--- src/rtl/vga_timing_pkg.sv ---
// ---------------------------------------------------------------------------
// vga_timing_pkg
// Shared timing constants for the 640x480@60 raster path.
//   - Default active/porch/sync widths for both axes.
//   - Derived totals and sync window bounds for the defaults.
//   - Counter type and the per-pixel flag bundle (HS, VS, visible) that
//     travels alongside each pixel request.
// ---------------------------------------------------------------------------
package vga_timing_pkg;

  // Default 640x480@60 timing (pixel clock ~25.175 MHz).
  localparam int DEF_H_ACTIVE = 640;
  localparam int DEF_H_FP     = 16;
  localparam int DEF_H_SYNC   = 96;
  localparam int DEF_H_BP     = 48;
  localparam int DEF_V_ACTIVE = 480;
  localparam int DEF_V_FP     = 10;
  localparam int DEF_V_SYNC   = 2;
  localparam int DEF_V_BP     = 33;

  // Derived values for the defaults.
  localparam int DEF_H_TOTAL      = DEF_H_ACTIVE + DEF_H_FP + DEF_H_SYNC + DEF_H_BP;
  localparam int DEF_V_TOTAL      = DEF_V_ACTIVE + DEF_V_FP + DEF_V_SYNC + DEF_V_BP;
  localparam int DEF_H_SYNC_START = DEF_H_ACTIVE + DEF_H_FP;
  localparam int DEF_H_SYNC_END   = DEF_H_SYNC_START + DEF_H_SYNC;
  localparam int DEF_V_SYNC_START = DEF_V_ACTIVE + DEF_V_FP;
  localparam int DEF_V_SYNC_END   = DEF_V_SYNC_START + DEF_V_SYNC;

  localparam int CNT_W = 11;
  typedef logic [CNT_W-1:0] cnt_t;

  // Per-pixel control flags; sync levels are stored as the pin levels
  // (active-low) so the delay line output can drive the DAC directly.
  typedef struct packed {
    logic hs_n;
    logic vs_n;
    logic vis;
  } scan_flags_t;

  localparam scan_flags_t FLAGS_IDLE = '{hs_n: 1'b1, vs_n: 1'b1, vis: 1'b0};

endpackage

--- src/rtl/vga_align_delay.sv ---
// ---------------------------------------------------------------------------
// vga_align_delay
// Fixed-depth shift register with asynchronous active-high reset to a
// per-bit value. Used to hold the HS/VS/visible flags back until the
// pipeline's pixel data for the same request arrives.
// Ports:
//   clk        in   clock
//   rst        in   async active-high reset (all stages -> RST_VAL)
//   din        in   WIDTH  value entering stage 0
//   dout       out  WIDTH  value after DEPTH cycles
//   dout_early out  WIDTH  value that dout will take on the next edge
// ---------------------------------------------------------------------------
module vga_align_delay #(
  parameter int                WIDTH   = 3,
  parameter int                DEPTH   = 2,
  parameter logic [WIDTH-1:0]  RST_VAL = '0
) (
  input  logic             clk,
  input  logic             rst,
  input  logic [WIDTH-1:0] din,
  output logic [WIDTH-1:0] dout,
  output logic [WIDTH-1:0] dout_early
);

  logic [DEPTH-1:0][WIDTH-1:0] stage_q;
  logic [DEPTH-1:0][WIDTH-1:0] stage_d;

  always_comb begin
    // NOTE: every combinational output gets a value on every path (here via
    // the full loop plus stage 0) so no latch is inferred.
    stage_d[0] = din;
    for (int i = 1; i < DEPTH; i++) begin
      stage_d[i] = stage_q[i-1];
    end
  end

  // NOTE: this is a small flop chain, not a RAM, so every stage is reset;
  // that is what flushes in-flight pixels when reset hits mid-frame.
  always_ff @(posedge clk or posedge rst) begin
    if (rst) begin
      stage_q <= {DEPTH{RST_VAL}};
    end else begin
      stage_q <= stage_d;
    end
  end

  assign dout       = stage_q[DEPTH-1];
  assign dout_early = stage_d[DEPTH-1];

endmodule

--- src/rtl/vga_scan_ctrl.sv ---
// ---------------------------------------------------------------------------
// vga_scan_ctrl
// Raster scan initiator: runs the H/V counters, issues one pixel read
// request per visible pixel with its X/Y, and re-aligns HS/VS/BLANK_N with
// the RGB the pixel pipeline returns RD_LATENCY cycles later.
// Ports:
//   CLK            in   pixel clock
//   RST            in   async active-high reset
//   iRed/iGreen/iBlue in 10 each  pipeline return data
//   oRequest       out  pixel read strobe
//   oVGA_X/oVGA_Y  out  11 each   requested coordinate (0 when blanked)
//   oFrameStart    out  pulse with the request for (0,0)
//   oVGA_R/G/B     out  10 each   DAC colour (0 when blanked)
//   oVGA_HS/VS     out  active-low syncs
//   oVGA_BLANK_N   out  high on visible pixels
// RD_LATENCY must lie in 1..4.
// ---------------------------------------------------------------------------
module vga_scan_ctrl
  import vga_timing_pkg::*;
#(
  parameter int H_ACTIVE   = DEF_H_ACTIVE,
  parameter int H_FP       = DEF_H_FP,
  parameter int H_SYNC     = DEF_H_SYNC,
  parameter int H_BP       = DEF_H_BP,
  parameter int V_ACTIVE   = DEF_V_ACTIVE,
  parameter int V_FP       = DEF_V_FP,
  parameter int V_SYNC     = DEF_V_SYNC,
  parameter int V_BP       = DEF_V_BP,
  parameter int RD_LATENCY = 2
) (
  input  logic        CLK,
  input  logic        RST,
  input  logic [9:0]  iRed,
  input  logic [9:0]  iGreen,
  input  logic [9:0]  iBlue,
  output logic        oRequest,
  output logic [10:0] oVGA_X,
  output logic [10:0] oVGA_Y,
  output logic        oFrameStart,
  output logic [9:0]  oVGA_R,
  output logic [9:0]  oVGA_G,
  output logic [9:0]  oVGA_B,
  output logic        oVGA_HS,
  output logic        oVGA_VS,
  output logic        oVGA_BLANK_N
);

  localparam int H_TOTAL = H_ACTIVE + H_FP + H_SYNC + H_BP;
  localparam int V_TOTAL = V_ACTIVE + V_FP + V_SYNC + V_BP;

  localparam cnt_t H_LAST    = cnt_t'(H_TOTAL - 1);
  localparam cnt_t V_LAST    = cnt_t'(V_TOTAL - 1);
  localparam cnt_t H_ACT     = cnt_t'(H_ACTIVE);
  localparam cnt_t V_ACT     = cnt_t'(V_ACTIVE);
  localparam cnt_t HS_START  = cnt_t'(H_ACTIVE + H_FP);
  localparam cnt_t HS_END    = cnt_t'(H_ACTIVE + H_FP + H_SYNC);
  localparam cnt_t VS_START  = cnt_t'(V_ACTIVE + V_FP);
  localparam cnt_t VS_END    = cnt_t'(V_ACTIVE + V_FP + V_SYNC);

  // Scan counters.
  cnt_t h_cnt_q, h_cnt_d;
  cnt_t v_cnt_q, v_cnt_d;

  // Request register.
  logic        req_q, req_d;
  cnt_t        x_q, x_d;
  cnt_t        y_q, y_d;
  logic        fs_q, fs_d;
  scan_flags_t flags_q, flags_d;

  // Delay line outputs.
  scan_flags_t flags_out;
  scan_flags_t flags_early;

  // RGB output register.
  logic [29:0] rgb_q, rgb_d;

  logic visible;

  always_comb begin
    h_cnt_d = h_cnt_q + 1'b1;
    v_cnt_d = v_cnt_q;
    if (h_cnt_q == H_LAST) begin
      h_cnt_d = '0;
      v_cnt_d = (v_cnt_q == V_LAST) ? cnt_t'(0) : v_cnt_q + 1'b1;
    end
  end

  assign visible = (h_cnt_q < H_ACT) && (v_cnt_q < V_ACT);

  always_comb begin
    req_d         = visible;
    x_d           = visible ? h_cnt_q : cnt_t'(0);
    y_d           = visible ? v_cnt_q : cnt_t'(0);
    fs_d          = (h_cnt_q == '0) && (v_cnt_q == '0);
    flags_d.hs_n  = !((h_cnt_q >= HS_START) && (h_cnt_q < HS_END));
    flags_d.vs_n  = !((v_cnt_q >= VS_START) && (v_cnt_q < VS_END));
    flags_d.vis   = visible;
  end

  // NOTE: sequential state uses non-blocking assignment so every flop
  // samples its pre-edge inputs regardless of statement order.
  always_ff @(posedge CLK or posedge RST) begin
    if (RST) begin
      h_cnt_q <= '0;
      v_cnt_q <= '0;
      req_q   <= 1'b0;
      x_q     <= '0;
      y_q     <= '0;
      fs_q    <= 1'b0;
      flags_q <= FLAGS_IDLE;
    end else begin
      h_cnt_q <= h_cnt_d;
      v_cnt_q <= v_cnt_d;
      req_q   <= req_d;
      x_q     <= x_d;
      y_q     <= y_d;
      fs_q    <= fs_d;
      flags_q <= flags_d;
    end
  end

  // The flags leave the delay line on the same edge that the RGB register
  // captures the pipeline data; the RGB gate therefore looks at the value
  // about to enter the last stage rather than the last stage itself.
  vga_align_delay #(
    .WIDTH   ($bits(scan_flags_t)),
    .DEPTH   (RD_LATENCY),
    .RST_VAL (FLAGS_IDLE)
  ) u_align (
    .clk        (CLK),
    .rst        (RST),
    .din        (flags_q),
    .dout       (flags_out),
    .dout_early (flags_early)
  );

  always_comb begin
    rgb_d = flags_early.vis ? {iRed, iGreen, iBlue} : 30'd0;
  end

  always_ff @(posedge CLK or posedge RST) begin
    if (RST) begin
      rgb_q <= '0;
    end else begin
      rgb_q <= rgb_d;
    end
  end

  assign oRequest     = req_q;
  assign oVGA_X       = x_q;
  assign oVGA_Y       = y_q;
  assign oFrameStart  = fs_q;
  assign oVGA_R       = rgb_q[29:20];
  assign oVGA_G       = rgb_q[19:10];
  assign oVGA_B       = rgb_q[9:0];
  assign oVGA_HS      = flags_out.hs_n;
  assign oVGA_VS      = flags_out.vs_n;
  assign oVGA_BLANK_N = flags_out.vis;

endmodule

--- config.mk ---
export PLATFORM = sky130hd
export DESIGN_NAME = vga_scan_ctrl
export DESIGN_NICKNAME = d
export VERILOG_FILES = /design/src/rtl/vga_timing_pkg.sv /design/src/rtl/vga_align_delay.sv /design/src/rtl/vga_scan_ctrl.sv
export SDC_FILE = /design/constraint.sdc
export NUM_CORES = 1
export LEC_CHECK = 0
export ABC_AREA = 1
export BUFFER_PORTS_ARGS = -buffer_cell sky130_fd_sc_hd__buf_4
export CAP_MARGIN = 10
export CORE_MARGIN = 8
export CORE_UTILIZATION = 35
export CTS_BUF_LIST = sky130_fd_sc_hd__clkbuf_2 sky130_fd_sc_hd__clkbuf_4 sky130_fd_sc_hd__clkbuf_8
export CTS_CLUSTER_DIAMETER = 40
export DETAILED_ROUTE_END_ITERATION = 12
export PLACE_DENSITY_LB_ADDON = 0.12
export SETUP_SLACK_MARGIN = 0.1
export SLEW_MARGIN = 20
export SYNTH_ARGS = -nofsm -noshare
export SYNTH_HDL_FRONTEND = slang
export SYNTH_SLANG_ARGS = --single-unit
--- constraint.sdc ---
create_clock -name CLK -period 6.1 [get_ports CLK]
set_input_delay 0.915 -clock CLK [delete_from_list [all_inputs] [get_ports CLK]]
set_output_delay 0.915 -clock CLK [all_outputs]
set_load 0.02 [all_outputs]
==> flow_summary.ini <==
[critical_path]
worstReg2RegEnd = v_cnt_q[5]
worstPathMaxFanout = 17
r2r_start = h_cnt_q[0]
arrival_time_at_the_worst_endpoint_ns = 2.19
critical_path_class = register to register
reg2reg_setup_slack_ns = 4.13
r2r_cells = 8
critical_path_required_ns = 6.32
worst_setup_path_end_kind = register
worstSetupStartpoint = h_cnt_q[0]
crit_path_start_kind = register

[route]
remaining_drc_errors = 0
dr.pass1.iters = 4
route.vias.total = 2383
post_detailed_route_wirelength_per_cell_um = 13.3
final_antenna_net_count = 0
wl_mm = 7.26
avgViaCountPerCell = 4.36
detail_route.iter0.violations = 140

[hold_path]
worst_hold_path_cell_count = 0
worst_hold_path.endpoint = u_align.dout[2]
worst_min_delay_path_class = register to register
min-delay-start = u_align.dout_early[2]

[cts]
cts_tree = yes
cts_max_path_buffers = 2
cts-buffers-inserted = 9
cts.reportedPaths.clkPinSlew_ns = 0.08
cts_hold_buf = 0
clk_root_buffer_cell = clkbuf_8
post_cts_resized = 0
post_cts.repair.setup_buffers = 0
numClockSinks = 84
clock_insertion_delay_worst_skew_ns = 0.34
cts_htree_levels = 3

[power]
power.clock.fraction = 0.392
total_power_w = 0.00105
p_seq_frac = 0.543
power.share.combinational = 0.065
vdd.ir_drop.worst_uv = 79.4
cellPowerDensity_nw_per_um2 = 249
switchingPower_w = 0.000240
total_leakage_power_nw = 2.32
cellInternalPower_w = 0.000810
power_switching_share = 0.228

[die]
die_width_um = 112
floorplan.initialDensity = 0.355
i_o_pin_total = 89
die-area_um2 = 12600
die_height_um = 112
row_count = 35
core_um2 = 9110

[cells_and_area]
layout.cells.most_common = buf_4
flow.area_growth_from_synthesis_pct = 30.2
final_cell_mix = 88 x buf_4, 81 x nand2_1, 78 x dfrtp_1, 59 x inv_1, 43 x nor2_1
diodes = 0
nets = 467
final_layout_size_suffix_gt1_frac = 0.271

[outcome]
outcome = finished, final reports clean

[sta]
final-hold-violation-count = 0
tightestPinTransition_ns = 0.964
timing.clock.skew_ns = 0.00997
rsz_0062_raised_after_global_routing = no
final.setup.tns_ns = 0
final-setup-viol-count = 0
final_max_slew_viol_count = 0
share_of_the_clock_period_used_by_the_worst_path = 0.323
finalWorstPathRequiredPeriod_ns = 1.97
fmax_mhz = 507
max-slew-margin-rel = 0.357

[place]
place_congestion = 0.834
hpwl_mm = 4.99
port_buffers = 88

[synth]
netlist_area_before_placement_um2 = 3240
synth_seq_area_share = 0.652
synth.ff_latch_count = 84
syn_area_cell_um2 = 9.57
yosys_warnings = 0
yosysUniqueCellTypes = 24
synthCells = 338

[global_routing]
grt_pass1_vias = 2490
maximum_number_of_pins_on_one_net_before_global_route_repair = 85
grt_use_total = 0.122
grt_remaining_overflow = 0
antenna_found_initial = 0
grt_first_pass_wirelength_mm = 12.4

[run]
max_cap_viol_count = 0
critical path: stages (launching register included):
cell and delay [ns]:
dfrtp_1 0.39, ha_1 0.21, nand2_2 0.08, nor2_4 0.14, nand2_2 0.09, nor3_4 0.51
inv_2 0.26, nand2_1 0.10, o21ai_0 0.08
synthesized netlist by cell type:
cell type  instances  share of area
dfrtp_1           78           0.60
buf_6              2         0.0070
clkbuf_1           5         0.0058
nor2_1            43          0.050
xor2_1             5          0.014
nor3_4             1         0.0050
dfstp_2            6          0.049
nor4_1             2         0.0039
nand2_1           81          0.094
nand4_1            4         0.0077
and3_1             1         0.0019
a21oi_1            3         0.0046
clkbuf_2           1         0.0015
inv_1             60          0.070
nand3b_1           2         0.0046
conb_1             1         0.0012
ha_1               4          0.015
nand2_2            2         0.0039
buf_2              1         0.0015
o21ai_0            7          0.011
nor3_1             5         0.0077
inv_2              2         0.0023
nand3_1           21          0.032
nor2_4             1         0.0035
power by group through the flow:
stage	logic, W	clock network [W]	registers, W
final	0.0000678	0.000412	0.000571
after global routing	0.0000751	0.000448	0.000572
after CTS	0.0000692	0.000427	0.000571
after detailed placement	0.0000691	0	0.000582
after global placement	0.0000685	0	0.000582
after floorplan	0.0000154	0	0.000596
through the flow:
step | setup slack, ns | cell area (um2) | cells | hold slack, ns | util
finish | 4.13 | 4210 | 547 | 0.359 | 0.463
global route | 3.90 | 4210 | 547 | 0.362 | 0.463
CTS | 4.12 | 4210 | 547 | 0.358 | 0.462
detailed placement | 4.07 | 4000 | 531 | 0.347 | 0.439
global placement | 4.11 | 4000 | 531 | 0.346 | 0.439
floorplan | 3.03 | 3240 | 340 | 0.345 | -
worst max path at each step:
stage | to | slack (ns)
final | v_cnt_q[5] | 4.13
after global routing | v_cnt_q[5] | 3.90
after CTS | v_cnt_q[5] | 4.12
after detailed placement | v_cnt_q[0] | 4.07
after global placement | h_cnt_q[0] | 4.11
after floorplan | flags_q[0] | 3.03
metal layers:
| layer | vias up | GRT usage | wire [um] |
|---|---|---|---|
| li1 | 1188 | - | - |
| met1 | 1110 | 0.156 | 3530 |
| met2 | 78 | 0.181 | 3120 |
| met3 | 7 | 0.0446 | 540 |
| met4 | 0 | 0.0504 | 68 |
| met5 | - | 0 | 0 |
final cells by class:
type                       instances  area (um2)
clock inverter                     5        57.6
fill                             896        4900
clock buffer                      11         151
multi-input combinational        185         850
sequential                        84        2110
timing repair buffer              89         672
inverter                          62         234
tap                              111         139
registers in the layout (all words and copies together), names as in the netlist:
signal              count
flags_q                 3
h_cnt_q                11
oFrameStart             1
oVGA_X                 11
oVGA_Y                 11
rgb_q                  30
u_align.dout            3
u_align.dout_early      3
v_cnt_q                11
logic make-up after synthesis:
group                    after synthesis  share of synthesized area
AO/OA/AOI/OAI                         10                     0.0155
XOR/XNOR                               5                     0.0135
adder cells (fa/ha/maj)                4                     0.0155
buffers and inverters                 71                     0.0878
flip-flops                            84                      0.652
other                                  1                    0.00116
AND/OR/NAND/NOR                      163                      0.215
Power figures use the tool's default switching activity.
